$ cat src/rtl/pipeline_hazard_ctrl.sv
// Hazard sequencing controller for the IF/ID and ID/EX registers of a 5-stage pipeline.
// Detects load-use hazards, branch/jump redirects and data-memory waits. Multi-cycle
// penalties are counted down by a small FSM.
// Optional: define HAZARD_PERF_CNT_EN to add the 16-bit stall_cycles counter output.
module pipeline_hazard_ctrl #(
  parameter int unsigned LU_BUBBLES  = 1,
  parameter int unsigned BR_PENALTY  = 1,
  parameter int unsigned MEM_TIMEOUT = 255
) (
  input  logic       clk,
  input  logic       reset,
  input  logic       IDEX_MemRd,
  input  logic [4:0] IDEX_Rt,
  input  logic [4:0] IFID_Rs,
  input  logic [4:0] IFID_Rt,
  input  logic       ID_UsesRt,
  input  logic       ID_Jump,
  input  logic       EX_BranchTaken,
  input  logic       mem_busy,
  output logic       PC_Write,
  output logic       IFID_Write,
  output logic       IFID_Flush,
  output logic       IDEX_Stall,
  output logic       EXMEM_Hold,
  output logic       mem_err,
  output logic [1:0] state
`ifdef HAZARD_PERF_CNT_EN
  ,
  output logic [15:0] stall_cycles
`endif
);

  typedef enum logic [1:0] {
    StRun     = 2'd0,
    StLuWait  = 2'd1,
    StBrFlush = 2'd2,
    StMemWait = 2'd3
  } state_e;

  localparam logic [7:0] LuInit = 8'(LU_BUBBLES - 1);
  localparam logic [7:0] BrInit = 8'(BR_PENALTY - 1);
  localparam logic [8:0] MemTo  = 9'(MEM_TIMEOUT);

  state_e     state_q, state_d;
  logic [7:0] count_q, count_d;
  logic       mem_err_q, mem_err_d;
  logic       lu_hit;
  logic       eval_run;
  logic [8:0] count_inc;

  // Register 0 is hardwired zero, so it can never carry a load-use dependency.
  assign lu_hit = IDEX_MemRd && (IDEX_Rt != 5'd0) &&
                  ((IDEX_Rt == IFID_Rs) || (ID_UsesRt && (IDEX_Rt == IFID_Rt)));

  assign count_inc = {1'b0, count_q} + 9'd1;
  assign mem_err   = mem_err_q;
  assign state     = state_q;

  // Next-state, counter and pipeline control outputs.
  always_comb begin
    state_d    = state_q;
    count_d    = count_q;
    mem_err_d  = mem_err_q;
    PC_Write   = 1'b1;
    IFID_Write = 1'b1;
    IFID_Flush = 1'b0;
    IDEX_Stall = 1'b0;
    EXMEM_Hold = 1'b0;
    eval_run   = 1'b0;

    unique case (state_q)
      StRun: eval_run = 1'b1;
      StLuWait: begin
        if (mem_busy || EX_BranchTaken) begin
          eval_run = 1'b1;  // preemption aborts the remaining bubbles
        end else begin
          PC_Write   = 1'b0;
          IFID_Write = 1'b0;
          IDEX_Stall = 1'b1;
          if (count_q <= 8'd1) begin
            state_d = StRun;
            count_d = 8'd0;
          end else begin
            count_d = count_q - 8'd1;
          end
        end
      end
      StBrFlush: begin
        if (mem_busy) begin
          eval_run = 1'b1;
        end else begin
          IFID_Write = 1'b0;
          IFID_Flush = 1'b1;
          IDEX_Stall = 1'b1;
          if (count_q <= 8'd1) begin
            state_d = StRun;
            count_d = 8'd0;
          end else begin
            count_d = count_q - 8'd1;
          end
        end
      end
      StMemWait: begin
        if (mem_busy) begin
          PC_Write   = 1'b0;
          IFID_Write = 1'b0;
          EXMEM_Hold = 1'b1;
          if (count_inc >= MemTo) begin
            mem_err_d = 1'b1;
            state_d   = StRun;
            count_d   = 8'd0;
          end else begin
            count_d = count_inc[7:0];
          end
        end else begin
          eval_run = 1'b1;  // memory ready: re-evaluate pending hazards as in RUN
        end
      end
      default: eval_run = 1'b1;
    endcase

    if (eval_run) begin
      state_d = StRun;
      count_d = 8'd0;
      if (mem_busy) begin
        PC_Write   = 1'b0;
        IFID_Write = 1'b0;
        EXMEM_Hold = 1'b1;
        if (MemTo <= 9'd1) begin
          mem_err_d = 1'b1;
        end else begin
          state_d = StMemWait;
          count_d = 8'd1;
        end
      end else if (EX_BranchTaken) begin
        IFID_Write = 1'b0;
        IFID_Flush = 1'b1;
        IDEX_Stall = 1'b1;
        if (BR_PENALTY > 1) begin
          state_d = StBrFlush;
          count_d = BrInit;
        end
      end else if (lu_hit) begin
        PC_Write   = 1'b0;
        IFID_Write = 1'b0;
        IDEX_Stall = 1'b1;
        if (LU_BUBBLES > 1) begin
          state_d = StLuWait;
          count_d = LuInit;
        end
      end else if (ID_Jump) begin
        IFID_Write = 1'b0;
        IFID_Flush = 1'b1;
      end
    end

    if (reset) begin
      PC_Write   = 1'b0;
      IFID_Write = 1'b0;
      IFID_Flush = 1'b1;
      IDEX_Stall = 1'b1;
      EXMEM_Hold = 1'b0;
    end
  end

  // State, counter and sticky error flag with synchronous reset.
  always_ff @(posedge clk) begin
    if (reset) begin
      state_q   <= StRun;
      count_q   <= 8'd0;
      mem_err_q <= 1'b0;
    end else begin
      state_q   <= state_d;
      count_q   <= count_d;
      mem_err_q <= mem_err_d;
    end
  end

`ifdef HAZARD_PERF_CNT_EN
  logic [15:0] stall_cnt_q;
  assign stall_cycles = stall_cnt_q;

  // Saturating count of cycles where the PC is frozen.
  always_ff @(posedge clk) begin
    if (reset) begin
      stall_cnt_q <= 16'd0;
    end else if (!PC_Write && (stall_cnt_q != 16'hFFFF)) begin
      stall_cnt_q <= stall_cnt_q + 16'd1;
    end
  end
`endif

endmodule

$ cat config.mk
export PLATFORM = sky130hd
export DESIGN_NAME = pipeline_hazard_ctrl
export DESIGN_NICKNAME = d
export VERILOG_FILES = /design/src/rtl/pipeline_hazard_ctrl.sv
export SDC_FILE = /design/constraint.sdc
export NUM_CORES = 1
export LEC_CHECK = 0
export ABC_CLOCK_PERIOD_IN_PS = 2100
export BUFFER_PORTS_ARGS = -buffer_cell sky130_fd_sc_hd__buf_2
export CAP_MARGIN = 30
export CORE_MARGIN = 5
export CORE_UTILIZATION = 35
export CTS_CLUSTER_SIZE = 20
export DETAILED_ROUTE_END_ITERATION = 6
export GPL_ROUTABILITY_DRIVEN = 0
export MAX_ROUTING_LAYER = met4
export PLACE_DENSITY = 0.64
export SYNTH_ARGS = -nofsm -noshare
export SYNTH_HDL_FRONTEND = slang
export SYNTH_SLANG_ARGS = --single-unit
$ cat constraint.sdc
create_clock -name clk -period 2.1 [get_ports clk]
set_clock_uncertainty 0.05 [all_clocks]
set_input_delay 0.21 -clock clk [delete_from_list [all_inputs] [get_ports clk]]
set_output_delay 0.21 -clock clk [all_outputs]
set_load 0.02 [all_outputs]
-- After elaboration in Yosys (flattened, before gate mapping)
Cells that the tools add are included.
- register bits: 11
- output and inout bits: 8
- add/subtract/negate cells: 2
- $lt $le $gt $ge: 2
- equality and inequality tests: 9
- muxes and demuxes: 51
- reductions and logical operators: 11
- operator list (cell ; number):
    8-bit two-way mux ; 6
    1-bit two-way mux ; 32
    8-bit case mux with 3 select lines ; 1
    2-bit two-way mux ; 7
    3-bit != test, second input constant ; 4
    5-bit equality test ; 2
    8-bit by 1-bit adder with 9-bit output, second input constant ; 1
    9-bit by 8-bit >= comparator with 1-bit output, second input constant ; 1
    8-bit by 1-bit <= comparator with 1-bit output, second input constant ; 1
    8-bit by 1-bit subtractor with 8-bit output, second input constant ; 1
    2-bit case mux with 3 select lines ; 1
    5-bit AND reduction ; 1
    5-bit nonzero test ; 1
    2-bit equality test, second input constant ; 2
    1-bit case mux with 2 select lines ; 2
    1-bit case mux with 4 select lines ; 1
    4-bit AND reduction ; 1
    4-bit nonzero test ; 1
    1-bit logical AND ; 3
    1-bit case mux with 3 select lines ; 1
    3-bit AND reduction ; 1
    2-bit by 1-bit equality test with 1-bit output, second input constant ; 1
    2-bit zero test ; 1
    1-bit logical OR ; 2

-- Longest topological paths before layout
- word-level depth: 9
- depth in mapped cells: 6

-- Least setup slack after synthesis
No wires, ideal clock.
- kind: reg-to-reg
- start: register count_q[0]
- end: register count_q[0]
- arrival time: 1.618 ns
- setup slack: 0.291 ns
- stages on the path, launching flop included: 6
- clock period less this slack: 1.809 ns
- path through: dfxtp_1 > ha_1 > a21o_1 > a21o_1 > a2111oi_4 > o31ai_1
- longest elaborated chain between the ends: 6
- elaborated cells on any way between the ends: 11
- ends and longest elaborated chain (what ; line ; text):
    start: declaration ; 45 ; logic [7:0] count_q, count_d;
    start signal: assignment ; 174 ; count_q <= count_d;
    8-bit by 1-bit adder with 9-bit output ; 55 ; assign count_inc = {1'b0, count_q} + 9'd1;
    9-bit by 8-bit >= comparator with 1-bit output ; 108 ; if (count_inc >= MemTo) begin
    8-bit two-way mux ; 108 ;
    8-bit two-way mux ; 104 ; if (mem_busy) begin
    8-bit case mux with 3 select lines * ; 71 ; unique case (state_q)
    8-bit two-way mux * ; 122 ; if (eval_run) begin
Mark *: on every way between the ends. The rest lies on a longest branch, timed or not. The select of a mux whose other input is x is not followed.
A chain may end at the register's enable or synchronous reset.

-- Worst setup path in the final report
- start: register count_q[0]
- end: register state_q[0] (netlist: state[0])
- longest elaborated chain between the ends: 5
- elaborated cells on any way between the ends: 10
- ends and longest elaborated chain (what ; line ; text):
    parallel branches: the longest is 5 deep, another holds 8-bit by 1-bit adder with 9-bit output ; -- ;
    end signal: assignment ; 169 ; state_q <= StRun;
    end signal: assignment ; 173 ; state_q <= state_d;
    end: declaration ; 44 ; state_e state_q, state_d;
Several ways; the timed one is not identified. The select of a mux whose other input is x is not followed.

==> flow_metrics.tcl <==
set metrics [dict create \
    worstPathRequired_ns 2.23 \
    postCtsHoldBufs 0 \
    synthesis.area_um2 774 \
    drc 0 \
    antennaDiodeCount 0 \
    crit_end "state[0]" \
    hold_violations 0 \
    use_met3 0.0339 \
    r2r_start "count_q[0]" \
    critical_path_class "reg2reg" \
    synth-xor-area-share 0.181 \
    use_met1 0.154 \
    max_stage_delay_ns 0.46 \
    hp-start "mem_busy" \
    place_area_um2 955 \
    synth_fa_ha_area_frac 0.0646 \
    netlist_instances 91 \
    dr.pass1.iters 4 \
    place_ws_ns 0.224 \
    fin_total_pwr_w 0.000429 \
    drive_gt1_frac 0.317 \
    endpoint_kind "flip-flop" \
    fp.dieW_um 57.0 \
    async_flop_share 0 \
    layout_commonest_cell "buf_2" \
    fp.coreArea_um2 2170 \
    period_needed_ns 1.88 \
    initialDrtViolationCount 10 \
    start_util 0.357 \
    clk_latency_ns 0.26 \
    use_met2 0.194 \
    max_freq_ghz 0.532 \
    crit_chain "inv_1 -> ha_1 -> and2b_2 -> o21bai_1 -> a2111oi_4 -> buf_4 -> o31ai_1" \
    overflow 0 \
    critPathLaunchType "flip-flop" \
    layout.nets 151 \
    io_buffer_count 29 \
    slowest_stage "dfxtp_1" \
    cts-buffers-inserted 3 \
    dieHeight_um 57.0 \
    fin_crit_sh 0.895 \
    synth_top_family_by_area "simple AND/OR/NAND/NOR gates" \
    ys_seq_area_frac 0.258 \
    htreeDepth 1 \
    min_path_type "in2reg" \
    setup_tns_ns 0 \
    grt_max_degree 11 \
    synth.avg_cell_area_um2 8.51 \
    slew_headroom 0.707 \
    finalWorstSetupSlack_ns 0.220 \
    cts_setup_buffers 0 \
    synthSimpleGateAreaFrac 0.265 \
    drt-wirelength-per-cell_um 11.8 \
    clockBufferDepth 2 \
    synthMuxAreaShare 0 \
    dp_hpwl_um 1490 \
    ys_seq_elements 10 \
    synth_compound_area_frac 0.197 \
    synth_fp_nets 117 \
    ios 30 \
    postRouteAntennaNets 0 \
    top_usage_layer "met2" \
    cts.clk_slew.worst_paths_ns 0.06 \
    rrSetupSlack_ns 0.22 \
    dieArea_um2 3250 \
    grt_pass1_vias 786 \
    cp.arrival_ns 2.01 \
    setup_viol 0 \
    vias 779 \
    power_leakage_nw 0.421 \
    maxCapViolations 0 \
    fillerInstances 242 \
    yosysWarningCount 0 \
    postCtsResizedCells 0 \
    cts_sinks 10 \
    r2r_cells 7 \
    antenna_found_initial 0 \
    track_usage 0.127 \
    power.ir.vdd_worst_mv 0.205 \
    totalWireLength_um 1790 \
    synthToLayoutAreaGrowth_pct 26.2 \
    final_cell_mix "buf_2 (29), xnor2_1 (12), dfxtp_1 (10)" \
    ys_dominant_reg_cell "dfxtp_1" \
    synth-edff-count 0 \
    cts_tree "built" \
    viasPerCell 5.16 \
    clockRootBuffer "clkbuf_4" \
    finalMaxSlewViolations 0 \
    stdcell_area_um2 977 \
    synthDistinctLibCells 33 \
    p_per_area_nw_per_um2 439 \
    grt_first_pass_wirelength_um 3170 \
    cp_max_fo 10 \
    reg2reg_to "state[0]" \
    startpoint "count_q[0]" \
    status "finished clean" \
    rsz0062_at_grt "false" \
    core.rowCount 17 \
    tightest_slew_ns 0.435 \
]
[flip-flops by register name, indices dropped and copies added (netlist names)]
| register | flops |
|---|---|
| count_q | 8 |
| mem_err | 1 |
| state | 1 |
[how the worst min path moves through the flow]
stage                  to  slack (ns)  cells past startpoint
3_3_place_gp   count_q[6]        0.54                      2
5_1_grt          state[0]        0.33                      3
4_1_cts          state[0]        0.32                      3
6_report         state[0]        0.31                      3
2_1_floorplan    state[0]        0.40                      2
3_5_place_dp   count_q[7]        0.53                      2
[kinds of logic after synthesis]
| group | Yosys count |
|---|---|
| adder cells (fa/ha/maj) | 4 |
| flip-flops | 10 |
| AND/OR/NAND/NOR | 37 |
| AO/OA/AOI/OAI | 18 |
| XOR/XNOR | 16 |
| buffers and inverters | 6 |
[routing by layer]
layer  up-vias  wire length [um]
met5         -                 0
met4         0                30
met3         4               123
met2        30               819
met1       349               814
li1        396                 -
[power breakdown]
group | internal (W) | switching [W]
combinational | 0.0000488 | 0.0000516
sequential | 0.000194 | 0.00000683
clock | 0.0000661 | 0.0000620
total | 0.000309 | 0.000120
[final cells by class]
type | instances | area, um2 | share of cell area
Multi-Input combinational cell | 75 | 548 | 0.561
Sequential cell | 10 | 200 | 0.205
Timing Repair Buffer | 30 | 153 | 0.156
Tap cell | 28 | 35.0 | 0.0359
Clock buffer | 3 | 22.5 | 0.0230
Inverter | 5 | 18.8 | 0.0192
[through the flow]
| step | utilization | hold WS, ns | cells |
|---|---|---|---|
| floorplan | - | 0.396 | 91 |
| global placement | 0.440 | 0.540 | 148 |
| detailed placement | 0.440 | 0.532 | 148 |
| CTS | 0.450 | 0.317 | 151 |
| global route | 0.450 | 0.327 | 151 |
| finish | 0.450 | 0.313 | 151 |
[Yosys cell counts (2+ instances only)]
cell / number / area share
a21o_1: 2 / 0.019
a21oi_1: 3 / 0.019
and2b_2: 2 / 0.023
dfxtp_1: 10 / 0.26
ha_1: 4 / 0.065
inv_1: 5 / 0.024
nand2_1: 6 / 0.029
nand2b_1: 3 / 0.024
nand3_1: 3 / 0.019
nand4_1: 2 / 0.016
nor2_1: 5 / 0.024
nor3_1: 8 / 0.052
o31ai_1: 3 / 0.029
or4_1: 2 / 0.019
xnor2_1: 12 / 0.14
xor2_1: 4 / 0.045
[critical path: cells and delay by family, from the launching register on]
family	cells	cell delay [ns]
simple gates	1	0.20
fa+ha+maj	1	0.30
buf+inv	2	0.29
flops	1	0.46
compound gates	3	0.49
Note: power is estimated with default switching activity, not from simulation.
